==> config.mk <==
export PLATFORM = sky130hd
export DESIGN_NAME = vga_sync_gen
export DESIGN_NICKNAME = d
export VERILOG_FILES = /design/src/rtl/vga_sync_gen.sv
export SDC_FILE = /design/constraint.sdc
export NUM_CORES = 1
export LEC_CHECK = 0
export CAP_MARGIN = 25
export CORE_MARGIN = 2
export CORE_UTILIZATION = 25
export DETAILED_ROUTE_END_ITERATION = 8
export PLACE_DENSITY_LB_ADDON = 0.12
export RECOVER_POWER = 50
export SKIP_CTS_REPAIR_TIMING = 1
export SYNTH_ARGS = -nofsm -noshare
export SYNTH_HDL_FRONTEND = slang
export SYNTH_SLANG_ARGS = --single-unit
==> constraint.sdc <==
create_clock -name clk -period 5.8 [get_ports clk]
set_clock_uncertainty 0.05 [all_clocks]
set_input_delay 1.16 -clock clk [delete_from_list [all_inputs] [get_ports clk]]
set_output_delay 1.16 -clock clk [all_outputs]
set_load 0.05 [all_outputs]
==> src/rtl/vga_sync_gen.sv <==
// VGA raster timing source: pixel prescaler, H/V counters and registered
// sync, blanking and frame strobes that always describe the same pixel.
module vga_sync_gen #(
  parameter int CLK_DIV   = 2,
  parameter int H_DISPLAY = 640,
  parameter int H_FRONT   = 16,
  parameter int H_SYNC    = 96,
  parameter int H_BACK    = 48,
  parameter int V_DISPLAY = 480,
  parameter int V_FRONT   = 10,
  parameter int V_SYNC    = 2,
  parameter int V_BACK    = 33
) (
  input  logic       clk,
  input  logic       reset,
  output logic [9:0] HCount,
  output logic [9:0] VCount,
  output logic       hsync,
  output logic       vsync,
  output logic       video_on,
  output logic       pixel_tick,
  output logic       frame_start
);

  localparam int H_TOTAL = H_DISPLAY + H_FRONT + H_SYNC + H_BACK;
  localparam int V_TOTAL = V_DISPLAY + V_FRONT + V_SYNC + V_BACK;
  localparam int DIV_W   = (CLK_DIV > 1) ? $clog2(CLK_DIV) : 1;

  localparam logic [DIV_W-1:0] DIV_LAST = DIV_W'(CLK_DIV - 1);
  localparam logic [DIV_W-1:0] DIV_ONE  = DIV_W'(1);
  localparam logic [DIV_W-1:0] DIV_ZERO = DIV_W'(0);

  localparam logic [9:0] H_LAST       = 10'(H_TOTAL - 1);
  localparam logic [9:0] V_LAST       = 10'(V_TOTAL - 1);
  localparam logic [9:0] H_DISP       = 10'(H_DISPLAY);
  localparam logic [9:0] V_DISP       = 10'(V_DISPLAY);
  localparam logic [9:0] H_SYNC_FIRST = 10'(H_DISPLAY + H_FRONT);
  localparam logic [9:0] H_SYNC_LAST  = 10'(H_DISPLAY + H_FRONT + H_SYNC - 1);
  localparam logic [9:0] V_SYNC_FIRST = 10'(V_DISPLAY + V_FRONT);
  localparam logic [9:0] V_SYNC_LAST  = 10'(V_DISPLAY + V_FRONT + V_SYNC - 1);

  logic [DIV_W-1:0] div_cnt_r;
  logic             div_wrap_s;
  logic [9:0]       h_next_s;
  logic [9:0]       v_next_s;
  logic             hsync_next_s;
  logic             vsync_next_s;
  logic             video_on_next_s;
  logic             frame_start_next_s;

  // Next raster position and the decodes for that position, so every output
  // registered on a tick refers to the same pixel.
  always_comb begin
    div_wrap_s = (div_cnt_r == DIV_LAST);
    h_next_s   = HCount;
    v_next_s   = VCount;
    if (HCount == H_LAST) begin
      h_next_s = 10'd0;
      if (VCount == V_LAST) begin
        v_next_s = 10'd0;
      end else begin
        v_next_s = VCount + 10'd1;
      end
    end else begin
      h_next_s = HCount + 10'd1;
      v_next_s = VCount;
    end
    hsync_next_s       = ~((h_next_s >= H_SYNC_FIRST) && (h_next_s <= H_SYNC_LAST));
    vsync_next_s       = ~((v_next_s >= V_SYNC_FIRST) && (v_next_s <= V_SYNC_LAST));
    video_on_next_s    = (h_next_s < H_DISP) && (v_next_s < V_DISP);
    frame_start_next_s = (h_next_s == 10'd0) && (v_next_s == 10'd0);
  end

  // Prescaler and raster state; the reset image reports pixel (0,0) as blanked.
  always_ff @(posedge clk or posedge reset) begin
    if (reset) begin
      div_cnt_r   <= DIV_ZERO;
      HCount      <= 10'd0;
      VCount      <= 10'd0;
      hsync       <= 1'b1;
      vsync       <= 1'b1;
      video_on    <= 1'b0;
      pixel_tick  <= 1'b0;
      frame_start <= 1'b0;
    end else begin
      pixel_tick <= div_wrap_s;
      if (div_wrap_s) begin
        div_cnt_r   <= DIV_ZERO;
        HCount      <= h_next_s;
        VCount      <= v_next_s;
        hsync       <= hsync_next_s;
        vsync       <= vsync_next_s;
        video_on    <= video_on_next_s;
        frame_start <= frame_start_next_s;
      end else begin
        div_cnt_r   <= div_cnt_r + DIV_ONE;
        frame_start <= 1'b0;
      end
    end
  end

endmodule

Yosys cells after proc, flatten, opt, wreduce, memory -nomap -nowiden:

Index checks and enable logic that the tools add are counted.
W data, S select, Z words.

* $lt $le $gt $ge: 6
* eq/ne operators: 2
* bitwise gates (word level): 2
* add/subtract/negate cells: 3
* multiplexer cells: 5
* reductions and logical operators: 6

Operators with widths (number)
* $mux W10: 3
* $add A10 B1 Y10 const B: 2
* $eq A10 B10 Y1 const B: 2
* $logic_not A10 Y1: 2
* $ge A10 B10 Y1 const B: 1
* $ge A10 B9 Y1 const B: 1
* $le A10 B10 Y1 const B: 1
* $le A10 B9 Y1 const B: 1
* $lt A10 B10 Y1 const B: 1
* $lt A10 B9 Y1 const B: 1
* $logic_and A1 B1 Y1: 4
* $mux W1: 2
* $not A1 Y1: 2
* $add A1 B1 Y1 const B: 1

* register bits after elaboration: 26
* logic and storage cells: 32
* output and inout bits: 25
* bits of input ports: 2

Depth between registers and ports, before layout:

* depth in word-level cells: 6
* mapped depth: 9

Least setup slack after synthesis:

No wires, ideal clock.

* kind: flip-flop to flip-flop
* from: register HCount[0]
* to: register frame_start
* buffers on the path: 2
* stages on the path, launching flop included: 10
* data arrival time: 2495 ps
* slack: 3144 ps
* period minus slack after synthesis: 2656 ps
* path through: dfrtp_1 -> ha_1 -> and4_1 -> buf_4 -> and4bb_4 -> buf_6 -> o21ai_2 -> a2111oi_4 -> nand4_1 -> a2111oi_2

* word-level cells in the longest chain between the ends: 5
* elaborated cells on any way between the ends: 8
* those cells by class: add/sub: 1; eq/ne: 1; mux: 3; reduce/logical: 3

Ends and longest elaborated chain
* start: declaration: RTL line 16 `output logic [9:0] HCount,`
* start signal: assignment: RTL line 89 `HCount <= h_next_s;`
* $add A10 B1 Y10 or $eq A10 B10 Y1 (tied branches): RTL line 65, 57
* $mux W10: RTL line 57 `if (HCount == H_LAST) begin`
* $logic_not A10 Y1: RTL line 71 `frame_start_next_s = (h_next_s == 10'd0) && (v_next_s == 10'd0);`
* $logic_and A1 B1 Y1 *: RTL line 71
* $mux W1 *: RTL line 87 `if (div_wrap_s) begin`
* end signal: assignment: RTL line 94 `frame_start <= frame_start_next_s;`
* end: declaration: RTL line 22 `output logic frame_start`

Every way passes the cells marked *; elsewhere a longest branch is shown, timed or not.
A chain may end at the register's enable or synchronous reset.

Worst setup path in the final report:

* from: register HCount[8]
* to: output port HCount[8]

No word-level cell between the ends.

==> flow_metrics.tcl <==
set metrics [dict create \
    status "complete, no violations" \
    synth.distinct_cells 53 \
    core-area_mm2 0.00683 \
    ys_top_cells_by_area "dfrtp_1, xnor2_1, nand2_1, xor2_1, ha_1" \
    max_stage_delay_ps 880 \
    clkTransAtPathRegs_ps 100 \
    cp_cell_sequence "clkdlybuf4s50_1" \
    clock_latency_ps 280 \
    report.final.slew_viol_count 0 \
    cts-root-buf "clkbuf_8" \
    htreeDepth 1 \
    ys.flop_type "dfrtp_1" \
    fin_crit_sh_pct 50.8 \
    worstPathArrival_ps 1740 \
    cp_top_family "buffers and inverters" \
    synth_common_cells "dfrtp_1, nand2_1, nor2_1, xnor2_1, o21ai_0" \
    port_buffers 26 \
    numCtsBuffers 3 \
    ir_drop_uv 70.3 \
    avgSynthCellArea_um2 9.10 \
    instances_no_fill 309 \
    power_density_mw_per_mm2 140 \
    antenna_found_initial 0 \
    dieArea_mm2 0.00782 \
    floorplan.die.height_um 88.5 \
    fin_nets 222 \
    seq_area_um2 653 \
    place_congestion 0.780 \
    syn_inst 196 \
    period_needed_ps 2950 \
    path_max_fanout 12 \
    drtPass1Iterations 4 \
    slew_headroom_pct 46.2 \
    cts_tree "done" \
    worstSetupPathType "flop to output pin" \
    hold_viol_final 0 \
    drc 0 \
    ios 27 \
    p_leak_nw 0.780 \
    synth_top_area_cell "dfrtp_1" \
    cts_max_path_buffers 2 \
    grt_max_degree 23 \
    place_hpwl_um 3450 \
    wl_per_cell_um 15.1 \
    hold_class "flop to flop" \
    grt_pass1_wl_um 7880 \
    row_count 30 \
    clock_sinks 26 \
    place_inst 306 \
    r2r_cells 7 \
    cp_num_buf_inv 1 \
    end_kind "output pin" \
    synth-seq-area-share_pct 36.6 \
    n_antenna_cell 0 \
    area_growth_pct 18.5 \
    drive_above_1_share_pct 7.51 \
    drtIter0Drc 86 \
    setup_violations 0 \
    nFillCells 752 \
    ant_nets 0 \
    synth_top_area_share_pct 33.7 \
    crit_path_start_kind "flop" \
    setup_tns_ps 0 \
    vias 1484 \
    ys_warn_count 0 \
    cpMaxStageDelayCell "clkdlybuf4s50_1" \
    max_cap_violations 0 \
    gr-total-overflow 0 \
    synth-edff-count 0 \
    synth-seq-cells 26 \
    hold_path_depth 2 \
    rsz0062_at_grt "false" \
    tightestPinTransition_ps 807 \
    avgViaCountPerCell 4.80 \
    reg2reg_slack_ps 3170 \
    multi_input_area_mm2 0.00100 \
    max_freq_mhz 339 \
    synthesis.nets 203 \
    grt.total_usage_pct 13.0 \
    synthesis.area_mm2 0.00178 \
    async_flop_share_pct 100 \
    initial_utilization_pct 26.1 \
    fp.dieW_um 88.5 \
    drt-total-wl_um 4660 \
    cp.required_ps 4590 \
    grt_pass1_vias 1440 \
    crit_cells 1 \
]
-- registers in the layout, summed over array words and instances (netlist names) --
signal	cells
video_on	1
div_cnt_r	1
pixel_tick	1
HCount	10
hsync	1
frame_start	1
VCount	10
vsync	1
-- report_power, final --
part | switching [mW] | internal [mW] | leakage [nW]
sequential | 0 | 0.181 | 0.337
clock | 0.0639 | 0.0469 | 0.0216
combinational | 0.00371 | 0.000629 | 0.421
total | 0.0676 | 0.229 | 0.780
-- per-layer routing --
layer / GRT usage (%) / part of all wire [%]
met1: 19.2 / 50
met3: 1.77 / 4.2
met2: 19.1 / 43
met4: 4.82 / 1.9
met5: 0 / 0
-- cells in the final DEF, fill, tap and decap left out, types with 2 or more instances in the layout --
cell,instances
a21o_1,2
a21oi_1,5
a31oi_1,4
and2_0,2
clkbuf_8,3
clkdlybuf4s50_1,25
dfrtp_1,24
dfstp_2,2
ha_1,5
inv_1,8
mux2_2,2
mux2i_1,2
nand2_1,24
nand3_1,11
nand4_1,9
nor2_1,13
nor2b_1,2
nor3_1,3
nor4_1,3
o21ai_0,12
xnor2_1,13
xor2_1,8
-- final cells by class --
cell class                      count  share of cell area, %
Timing Repair Buffer               27                   12.5
Inverter                            8                   1.42
Multi-Input combinational cell    149                   47.5
Sequential cell                    26                   30.9
Clock buffer                        3                   1.95
Tap cell                           96                   5.69
-- through the flow --
| stage | power (mW) | setup WS [ps] | hold slack [ps] | utilization (%) | instance area (um2) |
|---|---|---|---|---|---|
| after floorplan | 0.187 | 3140 | 335 | - | 1780 |
| after global placement | 0.189 | 3160 | 439 | 30.6 | 2090 |
| after detailed placement | 0.192 | 3170 | 429 | 31.0 | 2120 |
| after CTS | 0.305 | 2850 | 452 | 31.6 | 2160 |
| after global routing | 0.311 | 2780 | 493 | 30.9 | 2110 |
| final | 0.296 | 2850 | 450 | 30.9 | 2110 |
-- cells by family after synthesis --
family	after synthesis	share of synthesized area, %
AND/OR/NAND/NOR	79	24.9
AO/OA/AOI/OAI	40	16.4
XOR/XNOR	21	10.3
multiplexers	4	2.39
flip-flops	26	36.6
buffers and inverters	21	5.89
adder cells (fa/ha/maj)	5	3.51
-- path summary, 6_finish.rpt --
path                           start   endpoint
setup / recovery           HCount[8]  HCount[8]
hold / removal                 vsync      vsync
setup reg to reg           HCount[1]   video_on
hold reg to reg                vsync      vsync
max in group asynchronous      reset  HCount[4]
min in group asynchronous      reset  VCount[3]
Power figures use the tool's default switching activity.
